**src/rtl/interval_meter.sv**
```systemverilog
// Measures the length, in clock cycles, of one high run of `in` after a `put` arm pulse.
// Optional feature: define INTERVAL_METER_SYNC_EN to add a 2-flop input synchronizer.
module interval_meter #(
    parameter int W = 8
) (
    input  logic         clock,
    input  logic         reset,
    input  logic         in,
    input  logic         put,
    output logic [W-1:0] value,
    output logic         valid,
    output logic         over,
    output logic         busy
);

    typedef enum logic [1:0] {
        IDLE  = 2'd0,
        ARMED = 2'd1,
        COUNT = 2'd2,
        DONE  = 2'd3
    } state_t;

    localparam logic [W-1:0] CNT_MAX = '1;

    state_t       r_state;
    logic [W-1:0] r_count;
    logic [W-1:0] r_value;
    logic         r_valid;
    logic         r_over;
    logic         r_p;
    logic         w_s;
    logic         w_rise;
    logic         w_fall;

`ifdef INTERVAL_METER_SYNC_EN
    logic r_sync1;
    logic r_sync2;

    // Synchronizer resets high so a high input at reset never looks like a rising edge.
    always_ff @(posedge clock or negedge reset) begin
        if (!reset) begin
            r_sync1 <= 1'b1;
            r_sync2 <= 1'b1;
        end else begin
            r_sync1 <= in;
            r_sync2 <= r_sync1;
        end
    end

    assign w_s = r_sync2;
`else
    assign w_s = in;
`endif

    assign w_rise = w_s & ~r_p;
    assign w_fall = ~w_s & r_p;

    // NOTE: all state updates use non-blocking assignments so every register sees pre-edge values.
    always_ff @(posedge clock or negedge reset) begin
        if (!reset) begin
            r_state <= IDLE;
            r_count <= '0;
            r_value <= '0;
            r_valid <= 1'b0;
            r_over  <= 1'b0;
            r_p     <= 1'b1;
        end else begin
            r_p <= w_s;
            if (put) begin
                // Arming wins over any same-cycle edge and discards a run in progress.
                r_state <= ARMED;
                r_count <= '0;
                r_value <= '0;
                r_valid <= 1'b0;
                r_over  <= 1'b0;
            end else begin
                case (r_state)
                    ARMED: begin
                        if (w_rise) begin
                            r_state <= COUNT;
                            r_count <= {{(W-1){1'b0}}, 1'b1};
                        end
                    end
                    COUNT: begin
                        if (w_fall) begin
                            r_state <= DONE;
                            r_value <= r_count;
                            r_valid <= 1'b1;
                        end else if (w_s) begin
                            if (r_count == CNT_MAX) begin
                                r_over <= 1'b1;
                            end else begin
                                r_count <= r_count + 1'b1;
                            end
                        end
                    end
                    default: ;
                endcase
            end
        end
    end

    assign value = r_value;
    assign valid = r_valid;
    assign over  = r_over;
    assign busy  = (r_state == ARMED) || (r_state == COUNT);

endmodule
```
**config.mk**
```make
export PLATFORM = sky130hd
export DESIGN_NAME = interval_meter
export DESIGN_NICKNAME = d
export VERILOG_FILES = /design/src/rtl/interval_meter.sv
export SDC_FILE = /design/constraint.sdc
export NUM_CORES = 1
export LEC_CHECK = 0
export CORE_ASPECT_RATIO = 0.7
export CORE_UTILIZATION = 30
export CTS_CLUSTER_SIZE = 8
export DETAILED_ROUTE_END_ITERATION = 10
export PLACE_DENSITY = 0.47
export SETUP_SLACK_MARGIN = 0.15
export SLEW_MARGIN = 20
export SYNTH_ARGS = -nofsm -noshare
export SYNTH_HDL_FRONTEND = slang
export SYNTH_SLANG_ARGS = --single-unit
```
**constraint.sdc**
```tcl
create_clock -name clock -period 2.2 [get_ports clock]
set_input_delay 0.44 -clock clock [delete_from_list [all_inputs] [get_ports clock]]
set_output_delay 0.44 -clock clock [all_outputs]
set_load 0.02 [all_outputs]
```
Yosys cells after proc, flatten, opt, wreduce, memory -nomap -nowiden
Index checks and enable logic that the tools add are counted.
{"block": "classes", "n_eq_ne": 9, "bitwise_logic": 4, "mux": 21, "n_addsub": 1, "reduce_logical": 10}
{"op": "$mux W8", "n": 8}
{"op": "$pmux W8 S2", "n": 1}
{"op": "$ne A3 B3 Y1 const B", "n": 5}
{"op": "$add A8 B1 Y8 const B", "n": 1}
{"op": "$eq A8 B8 Y1 const B", "n": 1}
{"op": "$mux W1", "n": 8}
{"op": "$reduce_bool A2 Y1", "n": 4}
{"op": "$mux W2", "n": 3}
{"op": "$reduce_and A5 Y1", "n": 1}
{"op": "$pmux W2 S2", "n": 1}
{"op": "$reduce_and A4 Y1", "n": 1}
{"op": "$reduce_and A3 Y1", "n": 1}
{"op": "$reduce_bool A3 Y1", "n": 1}
{"op": "$and A1 B1 Y1", "n": 2}
{"op": "$eq A2 B1 Y1 const B", "n": 1}
{"op": "$eq A2 B2 Y1 const B", "n": 1}
{"op": "$ne A2 B2 Y1 const B", "n": 1}
{"op": "$not A1 Y1", "n": 2}
{"op": "$reduce_and A2 Y1", "n": 1}
{"op": "$logic_or A1 B1 Y1", "n": 1}
{"block": "word_totals", "ff_bits": 21, "output_inout_bits": 11, "inputBits": 4, "word_cells": 51}

Logic depth before layout (Yosys ltp)
Gate-level depths: netlist of the first run.
{"block": "logic_depth", "depth_word": 6, "depth_mapped": 7, "ltp_nobuf": 6}

Least setup slack after synthesis of the first run
OpenSTA, ideal clock, no wires.
{"block": "synth_timing", "path_type": "reg2reg", "from": "register r_state[1]", "to": "register r_count[6]", "setup_time_ns": 0.124, "t_arrival_ns": 1.554, "period_less_slack_ns": 1.678, "path_stages_with_launch": 7, "slack_ns": 0.522, "path_buffers": 0, "required_ns": 2.076, "cell_sequence": "dfrtp_1 > inv_1 > ha_1 > mux2i_1 > o221a_2 > nor4_1 > a211o_2"}
{"block": "synth_between", "elab_chain_cells": 3, "word_cells_on_any_way": 10, "cone_classes": "eq/ne (6); mux (2); reduce/logical (2)"}
{"element": "start: declaration", "line_no": "25", "text": "state_t r_state;"}
{"element": "start signal: assignment", "line_no": "61", "text": "r_state <= IDLE;"}
{"element": "start signal: assignment", "line_no": "71", "text": "r_state <= ARMED;"}
{"element": "start signal: assignment", "line_no": "80", "text": "r_state <= COUNT;"}
{"element": "$eq A2 B2 Y1 / $eq A2 B1 Y1 (equally long branches)", "line_no": "77", "text": "case (r_state)"}
{"element": "$ne A3 B3 Y1 (no source line), or another cell as far along"}
{"element": "$reduce_and A5 Y1 (no source line) / $mux W8 (equally long branches)"}
{"element": "end signal: assignment", "line_no": "81", "text": "r_count <= {{(W-1){1'b0}}, 1'b1};"}
{"element": "end signal: assignment", "line_no": "93", "text": "r_count <= r_count + 1'b1;"}
{"element": "end: declaration", "line_no": "26", "text": "logic [W-1:0] r_count;"}
Several ways; a longest one is shown, not always the timed one.
A chain may end at the register's enable or synchronous reset.

Final worst setup path of the first run
{"block": "layout_timing", "from": "register r_count[0]", "to": "register r_count[0]"}
{"block": "layout_between", "elab_chain_cells": 6, "word_cells_on_any_way": 9, "cone_classes": "add/sub (1); eq/ne (2); mux (5); reduce/logical (1)"}
{"element": "$add A8 B1 Y8", "line_no": "93"}
{"element": "$mux W8", "line_no": "90", "text": "if (r_count == CNT_MAX) begin"}
{"element": "$mux W8", "line_no": "89", "text": "end else if (w_s) begin"}
{"element": "$mux W8", "line_no": "85", "text": "if (w_fall) begin"}
{"element": "$pmux W8 S2", "line_no": "77"}
{"element": "$mux W8", "line_no": "69", "text": "if (put) begin"}
Several ways; a longest one is shown, not always the timed one. The select of a mux whose other input is x is not followed.

==> results.toml, run 1 <==
[synthesis]
synth_cells = 110
avgSynthCellArea_um2 = 10.1
yosysTopAreaCell = "dfrtp_1"
synth_cell_type_count = 36
ys.flop_type = "dfrtp_1"
synth_top_area_share_pct = 44.8
yosysWarningCount = 0
syn-cell-area_um2 = 1120
synthArstFlopShare_pct = 100
syn_nets = 117
synth_edf_count = 0
seq_area_frac_synth_pct = 47.2
synth_seq_cells = 21
yosys-top-cells-area = "dfrtp_1 (45%), mux2i_1 (6.3%), nor2_1 (5.0%)"

[clock_network]
clock_latency_ps = 260
cts_buffers = 3
ctsHoldBuffers = 0
clkTransAtPathRegs_ps = 80
clockBufferDepth = 2
htreeDepth = 1
cts_tree = "done"
cts_root_buffer = "clkbuf_8"
cts.sinks = 21
post_cts_buffers = 0

[critical_path]
reg2reg_from = "r_count[0]$_DFFE_PN0P_"
critPathRequiredTime_ps = 2350
reg2reg_to = "r_count[0]$_DFFE_PN0P_"
reg2reg_slack_ps = 350
r2r_cells = 5
cp-start-kind = "register"
worstPathArrival_ps = 2000
crit_start = "r_count[0]$_DFFE_PN0P_"
endpoint = "r_count[0]$_DFFE_PN0P_"
cp_max_fo = 5
endpoint_kind = "register"
crit_type = "register to register"

[timing]
fin_ws_ps = 350
setup_viol = 0
maxSlewHeadroom_pct = 65.2
fin_tns_setup_ps = 0
period_minus_slack_ps = 1850
max_freq_ghz = 0.540
hold_viol = 0
tightest_slew_ps = 521
finClkSkew_ps = 3.75
period_share_pct = 84.1
finalMaxSlewViolations = 0
rsz0062_at_grt = "false"

[grt]
grt_pass1_vias = 824
grt_first_pass_wirelength_um = 4060
grt_max_degree = 22
grt.overflow.total = 0
antenna_found_initial = 0
grt_usage_pct = 13.9

[place]
placedCellCount = 178
dpl.hpwl_um = 1770
gp_congestion = 0.849
port_buffers = 14
pre_cts_slack_ps = 123

[floorplan]
fp.dieH_um = 53.0
design.core.area_um2 = 3540
die_w_um = 74.9
row_count = 18
initial_utilization_pct = 31.6
die_area_um2 = 3970
io_pins = 15

[route]
wl_per_cell_um = 13.1
vias = 899
final_antenna_net_count = 0
first_pass_iters = 4
routed_via_density = 4.94
wirelength_um = 2380
drtIter0Drc = 29
drc = 0

[finish]
area_growth_pct = 25.8
final_nets = 140
stdcell_count = 182
antenna_cells = 0
drive_above_1_share_pct = 15.9

[outcome]
outcome = "finished clean"

[pwr]
ir_worst_vdd_uv = 323
finalPower_uw = 746
power.density_nw_per_um2 = 531
p_leak_uw = 0.000641

[worst_hold_path]
hp-class = "register to register"

[flow_run]
max_cap_viol_count = 0
[worst min-delay path by stage]
| stage | start | end | slack, ps | cells after the start |
|---|---|---|---|---|
| floorplan | reset | over$_DFFE_PN0P_ | 140 | 0 |
| global placement | over$_DFFE_PN0P_ | over$_DFFE_PN0P_ | 470 | 1 |
| detailed placement | over$_DFFE_PN0P_ | over$_DFFE_PN0P_ | 490 | 1 |
| CTS | over$_DFFE_PN0P_ | over$_DFFE_PN0P_ | 510 | 1 |
| global route | reset | r_count[3]$_DFFE_PN0P_ | 550 | 2 |
| finish | over$_DFFE_PN0P_ | over$_DFFE_PN0P_ | 500 | 1 |
[cell usage after synthesis, types with 3 or more instances]
master	n
nor2_1	15
dfrtp_1	20
o21ai_0	4
nand3_1	3
mux2i_1	7
nand2_1	4
inv_1	7
nand3b_1	3
nand4_1	3
a21oi_1	5
nor3_1	4
ha_1	3
[sequential cells by signal (all words and copies together), names as in the netlist]
register / count
r_count: 8
value: 8
r_state: 2
over: 1
r_p: 1
valid: 1
[repair_timing]
item,in CTS,in global routing
hold endpoints to repair,0,0
resized for setup,1,0
setup endpoints to repair,1,0
[cell usage in the layout, fill, tap and decap left out, types with 3 or more instances in the layout]
cell,instances
clkbuf_8,3
inv_1,7
nand3_1,3
clkdlybuf4s50_1,13
a21oi_1,5
mux2i_1,7
nor3_1,4
nand3b_1,3
ha_1,3
nand2_1,4
buf_4,8
o21ai_0,4
nor2_1,15
nand4_1,3
dfrtp_1,20
[report_power, final]
group | total [uW] | internal, uW | switching, uW
Clock | 253 | 126 | 127
Combinational | 91.3 | 39.2 | 52.2
Sequential | 402 | 394 | 8.03
Total | 746 | 559 | 187
[cells by family (layout without fill, tap and decap cells)]
group / Yosys count / after routing / synth area share, %
AOI/OAI and AO/OA: 26 / 26 / 18.2
adders and majority gates: 3 / 3 / 3.36
buffers and inverters: 11 / 33 / 4.15
DFF: 21 / 21 / 47.2
muxes: 8 / 8 / 7.29
and+or+nand+nor: 41 / 41 / 19.8
[metal layers]
layer	vias to the layer above	track usage, %	share of wire, %
met5	-	0	0
met4	0	1.89	0.42
met3	2	4.00	2.6
met2	11	20.4	42
met1	437	20.5	55
li1	449	-	-
[worst max-delay path, cell delays in order (launching register included)]
cell and delay (ps):
dfrtp_1 410, ha_1 250, nand3_1 180, o21a_1 290, o21ai_2 250, mux2_2 360
[metrics by stage]
step           hold slack [ps]  util (%)  cell area (um2)
6_report                   500      39.7             1400
5_1_grt                    546      39.7             1400
4_1_cts                    510      39.7             1400
3_5_place_dp               492      38.4             1360
3_3_place_gp               474      38.4             1360
2_1_floorplan              144         -             1120
[layout make-up]
type | count | area [um2]
Timing Repair Buffer | 22 | 199
Inverter | 7 | 26.3
Clock buffer | 3 | 41.3
Clock inverter | 1 | 5.00
Fill cell | 356 | 2130
Tap cell | 50 | 62.6
Multi-Input combinational cell | 78 | 543
Sequential cell | 21 | 527
(Power assumes the default switching activity.)
==> run 2, diff against run 1 <==
--- a/config.mk
+++ b/config.mk
@@ -9,7 +9,7 @@
 export CORE_UTILIZATION = 30
 export CTS_CLUSTER_SIZE = 8
 export DETAILED_ROUTE_END_ITERATION = 10
-export PLACE_DENSITY = 0.47
+export PLACE_DENSITY = 0.49
 export SETUP_SLACK_MARGIN = 0.15
 export SLEW_MARGIN = 20
 export SYNTH_ARGS = -nofsm -noshare
==> constraint.sdc (replaced) <==
create_clock -name clock -period 1.68 [get_ports clock]
set_input_delay 0.336 -clock clock [delete_from_list [all_inputs] [get_ports clock]]
set_output_delay 0.336 -clock clock [all_outputs]
set_load 0.02 [all_outputs]
==> results.toml, run 2 (synthesis results as in run 1) <==
[outcome]
outcome = "complete, but fails checks"
violations = "setup timing"

[route]
routed_via_density = 4.89
wirelength_um = 2870
final_antenna_net_count = 0
wl_per_cell_um = 14.1
drtIter0Drc = 42
vias = 992
first_pass_iters = 4
drc = 0

[critical_path]
worstPathArrival_ps = 1850
critPathBufInv = 1
endpoint_kind = "register"
slowest_stage = "dfrtp_2"
crit_chain = "ha_4 -> mux2i_4 -> o221ai_2 -> buf_4 -> o211ai_1 -> a22o_1"
critPathTopFamily = "compound AO/OA/AOI/OAI gates"
max_stage_delay_ps = 450
cp-start-kind = "register"
cp_max_fo = 4
crit_type = "register to register"
critPathRequiredTime_ps = 1840

[floorplan]
io_pins = 15
die_area_um2 = 3970
row_count = 18
initial_utilization_pct = 31.6
fp.dieH_um = 53.0
die_w_um = 74.9
design.core.area_um2 = 3540

[timing]
period_minus_slack_ps = 1690
period_share_pct = 101
tightest_slew_ps = 508
max_freq_ghz = 0.592
finClkSkew_ps = 3.09
hold_viol = 0
rsz0062_at_grt = "true"
finalMaxSlewViolations = 0
setup_viol = 1
fin_ws_ps = -9.68
maxSlewHeadroom_pct = 65.8

[flow_run]
max_cap_viol_count = 0

[clock_network]
clock_latency_ps = 260
cts_buffers = 3
clkTransAtPathRegs_ps = 80
cts_root_buffer = "clkbuf_8"
htreeDepth = 1
cts_tree = "done"
clockBufferDepth = 2
cts.sinks = 21
ctsHoldBuffers = 0

[finish]
antenna_cells = 0
stdcell_count = 203
final_core_util_pct = 46.7
drive_above_1_share_pct = 35.9
area_growth_pct = 48.0
mostFrequentLayoutCells = "buf_4 (27), dfrtp_1 (19), nor2_1 (15)"
stdcell_area_um2 = 1650
final_common_cell = "buf_4"
final_nets = 161

[place]
gp_congestion = 0.799
placedCellCount = 193
dpl_cell_area_um2 = 1520
dpl.hpwl_um = 2070
port_buffers = 14

[grt]
grt_pass1_vias = 937
grt.overflow.total = 0
antenna_found_initial = 0
grt_first_pass_wirelength_um = 4600
grt_max_degree = 22
grt_usage_pct = 16.2

[pwr]
power.density_nw_per_um2 = 651
finalPower_uw = 1080
ir_worst_vdd_uv = 405
p_leak_uw = 0.000803

[worst_hold_path]
hp-class = "primary input to async pin"
[run 2: cell type report]
cell class / count / area (um2)
Fill cell: 346 / 1880
Multi-Input combinational cell: 78 / 623
Sequential cell: 21 / 528
Timing Repair Buffer: 43 / 363
Tap cell: 50 / 62.6
Clock buffer: 3 / 41.3
Inverter: 7 / 26.3
Clock inverter: 1 / 7.51
[run 2: timing repair]
action,4_1_cts,5_1_grt
buffers inserted,3,3
pin swaps,7,4
gates resized for setup,20,7
setup endpoints to repair,20,18
[run 2: worst paths after layout]
kind	start	to	slack, ps	cells past startpoint
setup / recovery	r_state[0]$_DFFE_PN0P_	r_count[7]$_DFFE_PN0P_	-10	6
hold / removal	reset	over$_DFFE_PN0P_	410	2
setup reg to reg	r_state[0]$_DFFE_PN0P_	r_count[7]$_DFFE_PN0P_	-10	6
hold reg to reg	over$_DFFE_PN0P_	over$_DFFE_PN0P_	500	1
max in group asynchronous	reset	r_p$_DFF_PN1_	990	2
min in group clock	over$_DFFE_PN0P_	over$_DFFE_PN0P_	500	1
[run 2: metrics by stage]
step	setup WS, ps	setup TNS [ps]	hold slack [ps]
after global routing	-67.5	-239	431
final	-9.68	-9.68	414
after global placement	-123	-1420	477
after floorplan	77.9	0	40.4
after detailed placement	-175	-1780	490
after CTS	22.2	0	424
[run 2: per-layer routing]
layer	up-vias	wire, um	global-route usage [%]	share of wire (%)
met1	478	1520	23.2	53
met4	0	18	2.83	0.63
li1	486	-	-	-
met3	4	101	4.76	3.5
met5	-	0	0	0
met2	24	1230	24.3	43
[run 2: power by group]
group          leakage [uW]  switching (uW)  total [uW]  internal [uW]
registers          0.000283            9.09         525            516
logic              0.000499            98.3         203            105
clock network     0.0000217             180         347            168
total              0.000803             287        1080            788
==> run 3, diff against run 2 <==
--- a/config.mk
+++ b/config.mk
@@ -7,10 +7,11 @@
 export LEC_CHECK = 0
 export CORE_ASPECT_RATIO = 0.7
 export CORE_UTILIZATION = 30
-export CTS_CLUSTER_SIZE = 8
+export CTS_CLUSTER_SIZE = 16
 export DETAILED_ROUTE_END_ITERATION = 10
-export PLACE_DENSITY = 0.49
+export PLACE_DENSITY_LB_ADDON = 0.15
 export SETUP_SLACK_MARGIN = 0.15
+export SKIP_LAST_GASP = 1
 export SLEW_MARGIN = 20
 export SYNTH_ARGS = -nofsm -noshare
 export SYNTH_HDL_FRONTEND = slang
==> results.toml, run 3 (synthesis results as in run 1) <==
[timing]
period_share_pct = 97.3
rsz0062_at_grt = "true"
hold_viol = 0
setup_viol = 0
maxSlewHeadroom_pct = 75.8
fin_ws_ps = 46.0
period_minus_slack_ps = 1630
finClkSkew_ps = 3.64
finalMaxSlewViolations = 0
max_freq_ghz = 0.612
fin_tns_setup_ps = 0
tightest_slew_ps = 361
hold_ws_ps = 420

[clock_network]
cts_root_buffer = "clkbuf_8"
htreeDepth = 1
clock_latency_ps = 260
cts.sinks = 21
clockBufferDepth = 2
cts_buffers = 3
cts_tree = "done"
clkTransAtPathRegs_ps = 80

[floorplan]
fp.dieH_um = 53.0
initial_utilization_pct = 31.6
die_area_um2 = 3970
io_pins = 15
die_w_um = 74.9
row_count = 18
design.core.area_um2 = 3540

[flow_run]
max_cap_viol_count = 0

[route]
vias = 978
drtIter0Drc = 51
routed_via_density = 4.87
final_antenna_net_count = 0
wirelength_um = 2850
first_pass_iters = 4
drc = 0
wl_per_cell_um = 14.2

[finish]
mostFrequentLayoutCells = "buf_4 (27), dfrtp_1 (19), nor2_1 (15)"
final_common_cell = "buf_4"
final_nets = 159
fillers = 338
antenna_cells = 0
drive_above_1_share_pct = 37.1
final_core_util_pct = 46.9
area_growth_pct = 48.5

[critical_path]
worstPathArrival_ps = 1790
reg2reg_slack_ps = 50
critPathRequiredTime_ps = 1840
crit_type = "register to register"
cp_max_fo = 8
endpoint_kind = "register"
cp-start-kind = "register"

[grt]
grt_usage_pct = 16.7
antenna_found_initial = 0
grt_first_pass_wirelength_um = 4640
grt_max_degree = 22
grt_pass1_vias = 938
grt.overflow.total = 0

[place]
dpl.hpwl_um = 2080
gp_congestion = 0.766
pre_cts_slack_ps = -175
port_buffers = 14

[pwr]
ir_worst_vdd_uv = 472
power.density_nw_per_um2 = 636
p_leak_uw = 0.000800

[worst_hold_path]
hp-class = "primary input to async pin"

[outcome]
outcome = "finished clean"
[run 3: stage by stage]
stage	area (um2)	std cells	power [uW]
final	1660	201	1050
after floorplan	1150	110	625
after global placement	1530	194	699
after global routing	1660	201	1110
after CTS	1610	199	1050
after detailed placement	1530	194	702
[run 3: critical path: stages, from the launching register on]
cell and delay [ps]:
dfrtp_1 400, buf_4 150, ha_4 180, mux2i_4 200, o221ai_4 140, buf_4 170, nand4_1 70, a21bo_2 220
[run 3: final timing paths]
check                                        from                      to  cells past startpoint
max                        r_state[1]$_DFFE_PN0P_  r_count[1]$_DFFE_PN0P_                      7
max reg2reg                r_state[1]$_DFFE_PN0P_  r_count[1]$_DFFE_PN0P_                      7
min in group clock               over$_DFFE_PN0P_        over$_DFFE_PN0P_                      1
max in group asynchronous                   reset           r_p$_DFF_PN1_                      2
min                                         reset  r_state[0]$_DFFE_PN0P_                      2
min reg2reg                      over$_DFFE_PN0P_        over$_DFFE_PN0P_                      1
[run 3: metal layers]
| metal | vias up | part of all wire [%] | global-route usage [%] |
|---|---|---|---|
| met4 | 0 | 0.98 | 4.72 |
| met2 | 20 | 42 | 24.2 |
| met1 | 469 | 53 | 23.7 |
| met3 | 6 | 3.9 | 5.14 |
| li1 | 483 | - | - |
| met5 | - | 0 | 0 |
[run 3: final cells by class]
type	instances	area, um2	share of cell area, %
clock inverter	1	5.00	0.302
multi-input combinational	78	654	39.5
tap	50	62.6	3.77
sequential	21	528	31.8
timing repair buffer	41	340	20.5
inverter	7	26.3	1.58
clock buffer	3	41.3	2.49
[run 3: what timing repair did]
item                                    CTS  global route
endpoints found under the setup margin   20            18
pin swaps                                 7             2
setup buffers                             1             2
gates resized for setup                  21             9
hold buffers                              0             0
[run 3: report_power, final]
group,internal (uW),leakage (uW),switching [uW]
combinational,95.8,0.000492,98.5
clock,165,0.0000255,168
sequential,516,0.000283,9.69
